File: src/rtl/silly_function.sv
// Three-input boolean function with a registered copy, index coverage bitmap and a saturating y-high counter.
// y and all_seen are combinational, y_q/seen/ones_cnt update one clk after sampling; there is no backpressure.
module silly_function #(
  parameter int CNT_W = 16
) (
  input  logic             clk,
  input  logic             reset,
  input  logic             a,
  input  logic             b,
  input  logic             c,
  output logic             y,
  output logic             y_q,
  output logic [7:0]       seen,
  output logic [CNT_W-1:0] ones_cnt,
  output logic             all_seen
);

  logic [2:0]       idx;
  logic             y_q_d;
  logic             y_q_q;
  logic [7:0]       seen_d;
  logic [7:0]       seen_q;
  logic [CNT_W-1:0] ones_cnt_d;
  logic [CNT_W-1:0] ones_cnt_q;

  assign idx = {a, b, c};
  assign y   = (~b & ~c) | (a & ~b);

  always_comb begin
    y_q_d       = y;
    seen_d      = seen_q;
    seen_d[idx] = 1'b1;
    ones_cnt_d  = ones_cnt_q;
    // Counter holds at all-ones instead of wrapping.
    if (y && (ones_cnt_q != {CNT_W{1'b1}})) begin
      ones_cnt_d = ones_cnt_q + {{(CNT_W-1){1'b0}}, 1'b1};
    end
  end

  always_ff @(posedge clk) begin
    if (reset) begin
      y_q_q      <= 1'b0;
      seen_q     <= 8'h00;
      ones_cnt_q <= '0;
    end else begin
      y_q_q      <= y_q_d;
      seen_q     <= seen_d;
      ones_cnt_q <= ones_cnt_d;
    end
  end

  assign y_q      = y_q_q;
  assign seen     = seen_q;
  assign ones_cnt = ones_cnt_q;
  assign all_seen = &seen_q;

endmodule

File: config.mk
export PLATFORM = sky130hd
export DESIGN_NAME = silly_function
export DESIGN_NICKNAME = d
export VERILOG_FILES = /design/src/rtl/silly_function.sv
export SDC_FILE = /design/constraint.sdc
export NUM_CORES = 1
export LEC_CHECK = 0
export ABC_CLOCK_PERIOD_IN_PS = 2000
export BUFFER_PORTS_ARGS = -buffer_cell sky130_fd_sc_hd__buf_2
export CORE_MARGIN = 10
export CORE_UTILIZATION = 45
export CTS_BUF_LIST = sky130_fd_sc_hd__clkbuf_4 sky130_fd_sc_hd__clkbuf_8 sky130_fd_sc_hd__clkbuf_16
export DETAILED_ROUTE_END_ITERATION = 12
export GPL_ROUTABILITY_DRIVEN = 0
export PLACE_DENSITY_LB_ADDON = 0.25
export SLEW_MARGIN = 20
export SYNTH_ARGS = -nofsm -noshare
export SYNTH_HDL_FRONTEND = slang
export SYNTH_SLANG_ARGS = --single-unit
export TNS_END_PERCENT = 5
File: constraint.sdc
create_clock -name clk -period 2 [get_ports clk]
set_input_delay 0.4 -clock clk [delete_from_list [all_inputs] [get_ports clk]]
set_output_delay 0.4 -clock clk [all_outputs]
set_load 0.05 [all_outputs]
==> impl_results.md, run 1 <==
* Syn Std Cell Area at 1200 sq um
* Seq/Total Area, Yosys at 41.5%
* CP cell instances: ha_1, nand2_1, or3_1, nor4_2, mux2_2
* Grt met3 use at 2.75%
* Port-buffer cells at 31
* Largest net degree at the start of global routing at 31
* Filler cells at 256
* PD cells at 614 nW/um^2
* # IOs at 32
* Placed wire-length estimate at 2190 um
* First-pass GRT wire length at 5280 um
* Synth Instances at 141
* Final Core Density at 56.2%
* Max Clk Rate at 0.534 GHz
* Share of post-route cells with drive strength above 1 at 28.9%
* Rows at 18
* GRT met2 Usage at 18.5%
* Max IR drop VDD at 0.000492 V
* DRC viols at 0
* Die X at 71.7 um
* Slowest CP cell: or3_1
* Finished Layout Cells at 203
* Initial core utilization at 47.8%
* Hold WS at 0.399 ns
* Most Crowded Layer GR: met2
* CTS Hold Bufs at 0
* Leakage at 0.570 nW
* Place WS at 0.0279 ns
* Core Box Area at 2520 sq um
* Max cap viols at 0
* Netlist cell types at 34
* Final WL at 2960 um
* Syn Area/Cell at 8.55 sq um
* Average vias per placed instance at 5.70
* Vias in the first global route at 1130
* Slew Limit Fails at 0
* PnR worst setup slack at 0.128 ns
* Yosys warns at 0
* Worst min-delay path class: in -> reg
* Antenna violations before repair at 0
* Worst Max-Slew Pin Slew at 0.524 ns
* Sequential Area at 503 sq um
* Initial DRC Count at 44
* Critical path class: reg -> reg
* CTS tree: yes
* Final Setup Violations at 0
* Post-synth top area cell: dfxtp_1
* DR WL/cell at 14.6 um
* Num CTS Buffers at 3
* DRT Pass-1 Iters at 4
* GRT met1 Usage at 15.8%
* H-tree Lvls at 1
* Fin Setup TNS at 0 ns
* DP Area at 1380 sq um
* Root buf cell: clkbuf_4
* Area delta synth->final at 17.5%
* Post-route ant nets at 0
* Slowest cell delay on critical path at 0.43 ns
* Critical Path Source Type: flip-flop
* Worst-path fanout max at 7
* Diode count at 0
* Worst Skew at 0.00530 ns
* Tmin final at 1.87 ns
* Postcts setup bufs at 0
* Grt total ovfl at 0
* CTS max path bufs at 2
* Hold Vio Cnt, Final at 0
* RSZ-0062 raised after global routing: no
* Synth top area share at 41.5%
* Status: completed
* Critical Path AT at 2.10 ns
* GRT Total Usage at 11.8%
* Synth top area cells: dfxtp_1 42%, nor2_1 5.3%, a21oi_1 4.2%
* Clk Latency, worst-skew pair at 0.32 ns
* Net Count, Synth at 147
* Worst Path Required at 2.22 ns
* Slew HR at 65.1%
* Power Total at 870 uW
* Vias at 1158
* Clk sink count at 25
* Area of the multi-input gates at 637 sq um
* Worst-path clk slew at 0.14 ns
* Final critical-path share of the clock period at 93.6%
* Critical path endpoint category: flip-flop
* Seq cells post-synth at 25
* Die area at 5150 sq um
* Final Instance Area at 1420 sq um
* Die H at 71.7 um
* Resized cells post-CTS at 0
* Placed instance count at 199
* Fin nets at 180
## cells by family (layout without fill, tap and decap cells)
kind of cell / after synthesis / after routing / share of synthesized area, %
muxes: 5 / 5 / 4.57
adders and majority gates: 1 / 1 / 1.04
buffers and inverters: 14 / 46 / 6.33
AOI/OAI and AO/OA: 30 / 30 / 16.0
and+or+nand+nor: 66 / 66 / 30.5
DFF: 25 / 25 / 41.5
## critical path: cells and delay by family, from the launching register on
kind | cells | cell delay (ns)
fa+ha+maj | 1 | 0.20
flops | 1 | 0.39
mux | 1 | 0.37
simple gates | 3 | 0.83
## final timing paths
path,startpoint,end,slack [ns],cells past startpoint
worst min register to register,ones_cnt[1],ones_cnt[1],0.50,2
worst max register to register,ones_cnt[0],ones_cnt[10],0.13,5
worst max-delay path,ones_cnt[0],ones_cnt[10],0.13,5
worst min-delay path,c,seen[7],0.40,3
## placed cells by master, fill, tap and decap left out, types with 2 or more instances in the layout
| master | n |
|---|---|
| nand4_1 | 6 |
| or3_1 | 2 |
| buf_2 | 31 |
| nand2b_1 | 2 |
| mux2_2 | 4 |
| o31ai_1 | 4 |
| or4_1 | 4 |
| nor4_1 | 3 |
| nor2_1 | 16 |
| a21oi_1 | 10 |
| and4_1 | 2 |
| nor2b_1 | 5 |
| inv_1 | 7 |
| clkbuf_4 | 3 |
| nor3_1 | 7 |
| dfxtp_1 | 23 |
| nand2_1 | 5 |
| nand3_1 | 4 |
| o211ai_1 | 2 |
| buf_4 | 4 |
| a311oi_1 | 2 |
| and3_1 | 3 |
| a31oi_1 | 7 |
| a211oi_1 | 2 |
| dfxtp_2 | 2 |
## report_power, final
part | switching (mW) | leakage [nW] | internal [mW] | total [mW]
sequential | 0.00995 | 0.204 | 0.512 | 0.522
clock | 0.151 | 0.0177 | 0.0748 | 0.226
combinational | 0.0905 | 0.348 | 0.0320 | 0.123
## per-layer routing
metal,vias up,part of all wire [%]
met5,-,0
met4,0,0.44
met3,2,3.9
met2,21,47
met1,542,49
li1,593,-
## cell usage after synthesis, drive strengths merged
library cell / number
nor2: 17
dfxtp: 25
nor4b: 1
or3: 2
a211oi: 2
a311oi: 2
nand2: 5
nor3: 7
buf: 3
or2b: 1
nor4: 4
nor2b: 6
and4: 2
o21bai: 1
inv: 7
a21oi: 10
mux2i: 1
o211ai: 2
o41ai: 1
or4: 4
a31oi: 7
nand3: 4
mux2: 4
or4b: 1
nand2b: 2
and3: 3
o21ai: 1
clkbuf: 4
o31ai: 4
ha: 1
nand4b: 1
nand4: 6
## state kept, by name, summed over array words and instances (netlist names)
name      count
seen          8
ones_cnt     16
y_q           1
## layout make-up
| class | instances | share of cell area [%] |
|---|---|---|
| Timing Repair Buffer | 35 | 13.1 |
| Inverter | 7 | 1.86 |
| Clock buffer | 3 | 1.59 |
| Clock inverter | 1 | 0.353 |
| Tap cell | 30 | 2.65 |
| Sequential cell | 25 | 35.5 |
| Multi-Input combinational cell | 102 | 45.0 |
(Power assumes the default switching activity.)
==> inputs of run 2 (changes only) <==
--- a/config.mk
+++ b/config.mk
@@ -5,6 +5,7 @@
 export SDC_FILE = /design/constraint.sdc
 export NUM_CORES = 1
 export LEC_CHECK = 0
+export ABC_AREA = 1
 export ABC_CLOCK_PERIOD_IN_PS = 2000
 export BUFFER_PORTS_ARGS = -buffer_cell sky130_fd_sc_hd__buf_2
 export CORE_MARGIN = 10
@@ -12,6 +13,7 @@
 export CTS_BUF_LIST = sky130_fd_sc_hd__clkbuf_4 sky130_fd_sc_hd__clkbuf_8 sky130_fd_sc_hd__clkbuf_16
 export DETAILED_ROUTE_END_ITERATION = 12
 export GPL_ROUTABILITY_DRIVEN = 0
+export MAX_ROUTING_LAYER = met4
 export PLACE_DENSITY_LB_ADDON = 0.25
 export SLEW_MARGIN = 20
 export SYNTH_ARGS = -nofsm -noshare
==> run 2 against run 1 <==
  * Count of clock-buffer cells in the layout grew 1
  * Routed wire length down 0.84%
  * Area after synthesis is 10% higher
  * Total power is 2.0% higher
  * Non-clock buffer count fell by 4
  * Clock skew fell by 0.0042 ns
  * Via count increased by 7.4%
  * Global-route usage fell by 0.14 points
==> impl_results.md, run 2 <==
* Int Pwr at 635 uW (+2.6%)
* Root buf cell: clkbuf_4
* Hold Vio Cnt, Final at 0 (unchanged)
* Clock power share at 26.9% (+1.0 points)
* Die H at 74.4 um (+3.7%)
* Final critical-path share of the clock period at 80.7% (-13 points)
* DR WL/cell at 11.6 um (-20%)
* Port-buffer cells at 31 (unchanged)
* Post-route ant nets at 0 (unchanged)
* PnR worst setup slack at 0.387 ns (+0.259 ns)
* Most frequent cells in the layout: 44 x nor2_1, 37 x nand2_1, 31 x buf_2
* Final Setup Violations at 0 (unchanged)
* DRT Pass-1 Iters at 4 (unchanged)
* First-pass GRT wire length at 5140 um (-2.6%)
* Synth Instances at 190 (+35%)
* Synth top area cells: dfxtp_1 38%, nor2_1 12%, nand2_1 10%
* Main synth FF type: dfxtp_1
* Worst Max-Slew Pin Slew at 0.611 ns (+0.0873 ns)
* Average vias per placed instance at 4.92 (-14%)
* Most common cell after layout, fill and taps aside: nor2_1
* Tmin final at 1.61 ns (-0.259 ns)
* Critical Path Source Type: flip-flop
* Rows at 19 (+1)
* Netlist cell types at 22 (-35%)
* Area delta synth->final at 14.3%
* Antenna violations before repair at 0 (unchanged)
* Critical path endpoint category: output pin
* Worst-path clk slew at 0.13 ns (about the same)
* Seq cells post-synth at 25 (unchanged)
* EDFF count, synth at 0 (unchanged)
* Filler cells at 282 (+10%)
* Slew HR at 59.2% (-5.9 points)
* RSZ-0062 raised after global routing: no
* Leakage at 0.721 nW (+27%)
* Max IR drop VDD at 0.000433 V (-12%)
* Die area at 5530 sq um (+7.5%)
* Diode count at 0 (unchanged)
* Placed wire-length estimate at 2280 um (+4.0%)
* Worst Path Required at 1.60 ns (-0.62 ns)
* Num CTS Buffers at 3 (unchanged)
* Max reg flops at 16 (unchanged)
* Max cap viols at 0 (unchanged)
* Sequential Power Share at 58.8% (-1.2 points)
* Die X at 74.4 um (+3.7%)
* Vias at 1244 (+7.4%)
* DRC viols at 0 (unchanged)
* Grt total ovfl at 0 (unchanged)
* Syn Area/Cell at 7.01 sq um (-18%)
* Fraction of registers with async set/reset at 0% (unchanged)
* CTS max path bufs at 2 (unchanged)
* Largest net degree at the start of global routing at 21 (-32%)
* Net Count, Synth at 196 (+33%)
* Share of post-route cells with drive strength above 1 at 25.7% (-3.2 points)
* Worst min-delay path class: in -> reg
* Core Box Area at 2780 sq um (+10%)
* CTS tree: yes
* Post-synth top area cell: dfxtp_1
* Worst Skew at 0.00105 ns (-0.00425 ns)
* Initial DRC Count at 47 (+6.8%)
* Initial core utilization at 47.9% (+0.095 points)
* # IOs at 32 (unchanged)
* GRT Total Usage at 11.7% (-0.14 points)
* Max Clk Rate at 0.620 GHz (+16%)
* CTS Hold Bufs at 0 (unchanged)
* Power Total at 888 uW (+2.0%)
* Critical Path AT at 1.21 ns (-0.89 ns)
* Count leader, synth: nor2_1
* Status: completed
* Resized cells post-CTS at 0 (unchanged)
* P_sw at 253 uW (+0.64%)
* Top cells by instance count after synthesis: 44 x nor2_1, 37 x nand2_1, 25 x dfxtp_1, 16 x nand3_1, 14 x inv_1
* Critical path class: reg -> out
* Hold WS at 0.302 ns (-0.0962 ns)
* H-tree Lvls at 1 (unchanged)
* Comb power frac at 14.3% (+0.2 points)
* Place WS at 0.470 ns (+0.442 ns)
* PD cells at 584 nW/um^2 (-5.0%)
* Fin Setup TNS at 0 ns (unchanged)
* Final WL at 2940 um (-0.84%)
* Yosys warns at 0 (unchanged)
* Postcts setup bufs at 0 (unchanged)
* Sw frac at 28.5% (-0.39 points)
* Worst-path fanout max at 3 (-4)
* Clk Latency, worst-skew pair at 0.32 ns (about the same)
* Final Core Density at 54.7% (-1.4 points)
* Slew Limit Fails at 0 (unchanged)
* Seq/Total Area, Yosys at 37.6% (-3.9 points)
* Syn Std Cell Area at 1330 sq um (+10%)
* Vias in the first global route at 1156 (+2.3%)
* Synth top area share at 37.6% (-3.9 points)
* Clk sink count at 25 (unchanged)
* Fin nets at 229 (+27%)
run 2: cell types whose count changed after synthesis, sizes merged, moves of 5 or more:
cell and delta:
nand2 +40, nor2 +33, nand3 +13, inv +12, nor2b -6, o21a +5
run 2: worst max-delay path, cell delays in order (launching register included):
cell     delay (ns)
dfxtp_1        0.39
nand4_1        0.12
nor2_1         0.12
buf_2          0.27
run 2: layout make-up:
class | count | area (sq um) | share of cell area, %
Sequential cell | 25 | 500 | 32.9
Inverter | 20 | 75.1 | 4.93
Timing Repair Buffer | 31 | 155 | 10.2
Multi-Input combinational cell | 142 | 722 | 47.5
Tap cell | 31 | 38.8 | 2.55
Clock buffer | 4 | 30.0 | 1.97
run 2: power by group through the flow:
stage	sequential [mW]	clock (mW)	combinational, mW
finish	0.522	0.239	0.127
global route	0.524	0.270	0.139
CTS	0.522	0.252	0.128
detailed placement	0.533	0	0.128
global placement	0.533	0	0.128
floorplan	0.579	0	0.0538
run 2: per-layer routing:
metal	GRT usage, %	vias up	part of all wire (%)
met2	18.7	25	47
met3	2.93	4	4.9
met5	-	-	0
met4	3.05	0	1.1
met1	14.2	541	47
li1	-	674	-
run 2: logic make-up (layout without fill, tap and decap cells):
kind of cell	after synthesis	count (layout)	synth area share (%)
buf+inv	23	55	8.18
simple gates	123	123	45.0
flops	25	25	37.6
compound gates	18	18	8.27
fa+ha+maj	1	1	0.940
run 2: through the flow:
step / std cells / instance area [sq um]
2_1_floorplan: 190 / 1330
3_3_place_gp: 249 / 1490
3_5_place_dp: 249 / 1490
4_1_cts: 253 / 1520
5_1_grt: 253 / 1520
6_report: 253 / 1520
run 2: worst paths after layout:
path | startpoint | to | slack (ns) | cells past startpoint
setup / recovery | seen[0] | all_seen | 0.39 | 3
hold / removal | reset | ones_cnt[10] | 0.30 | 2
setup reg to reg | ones_cnt[0] | ones_cnt[12] | 0.51 | 8
hold reg to reg | seen[3] | seen[3] | 0.50 | 1
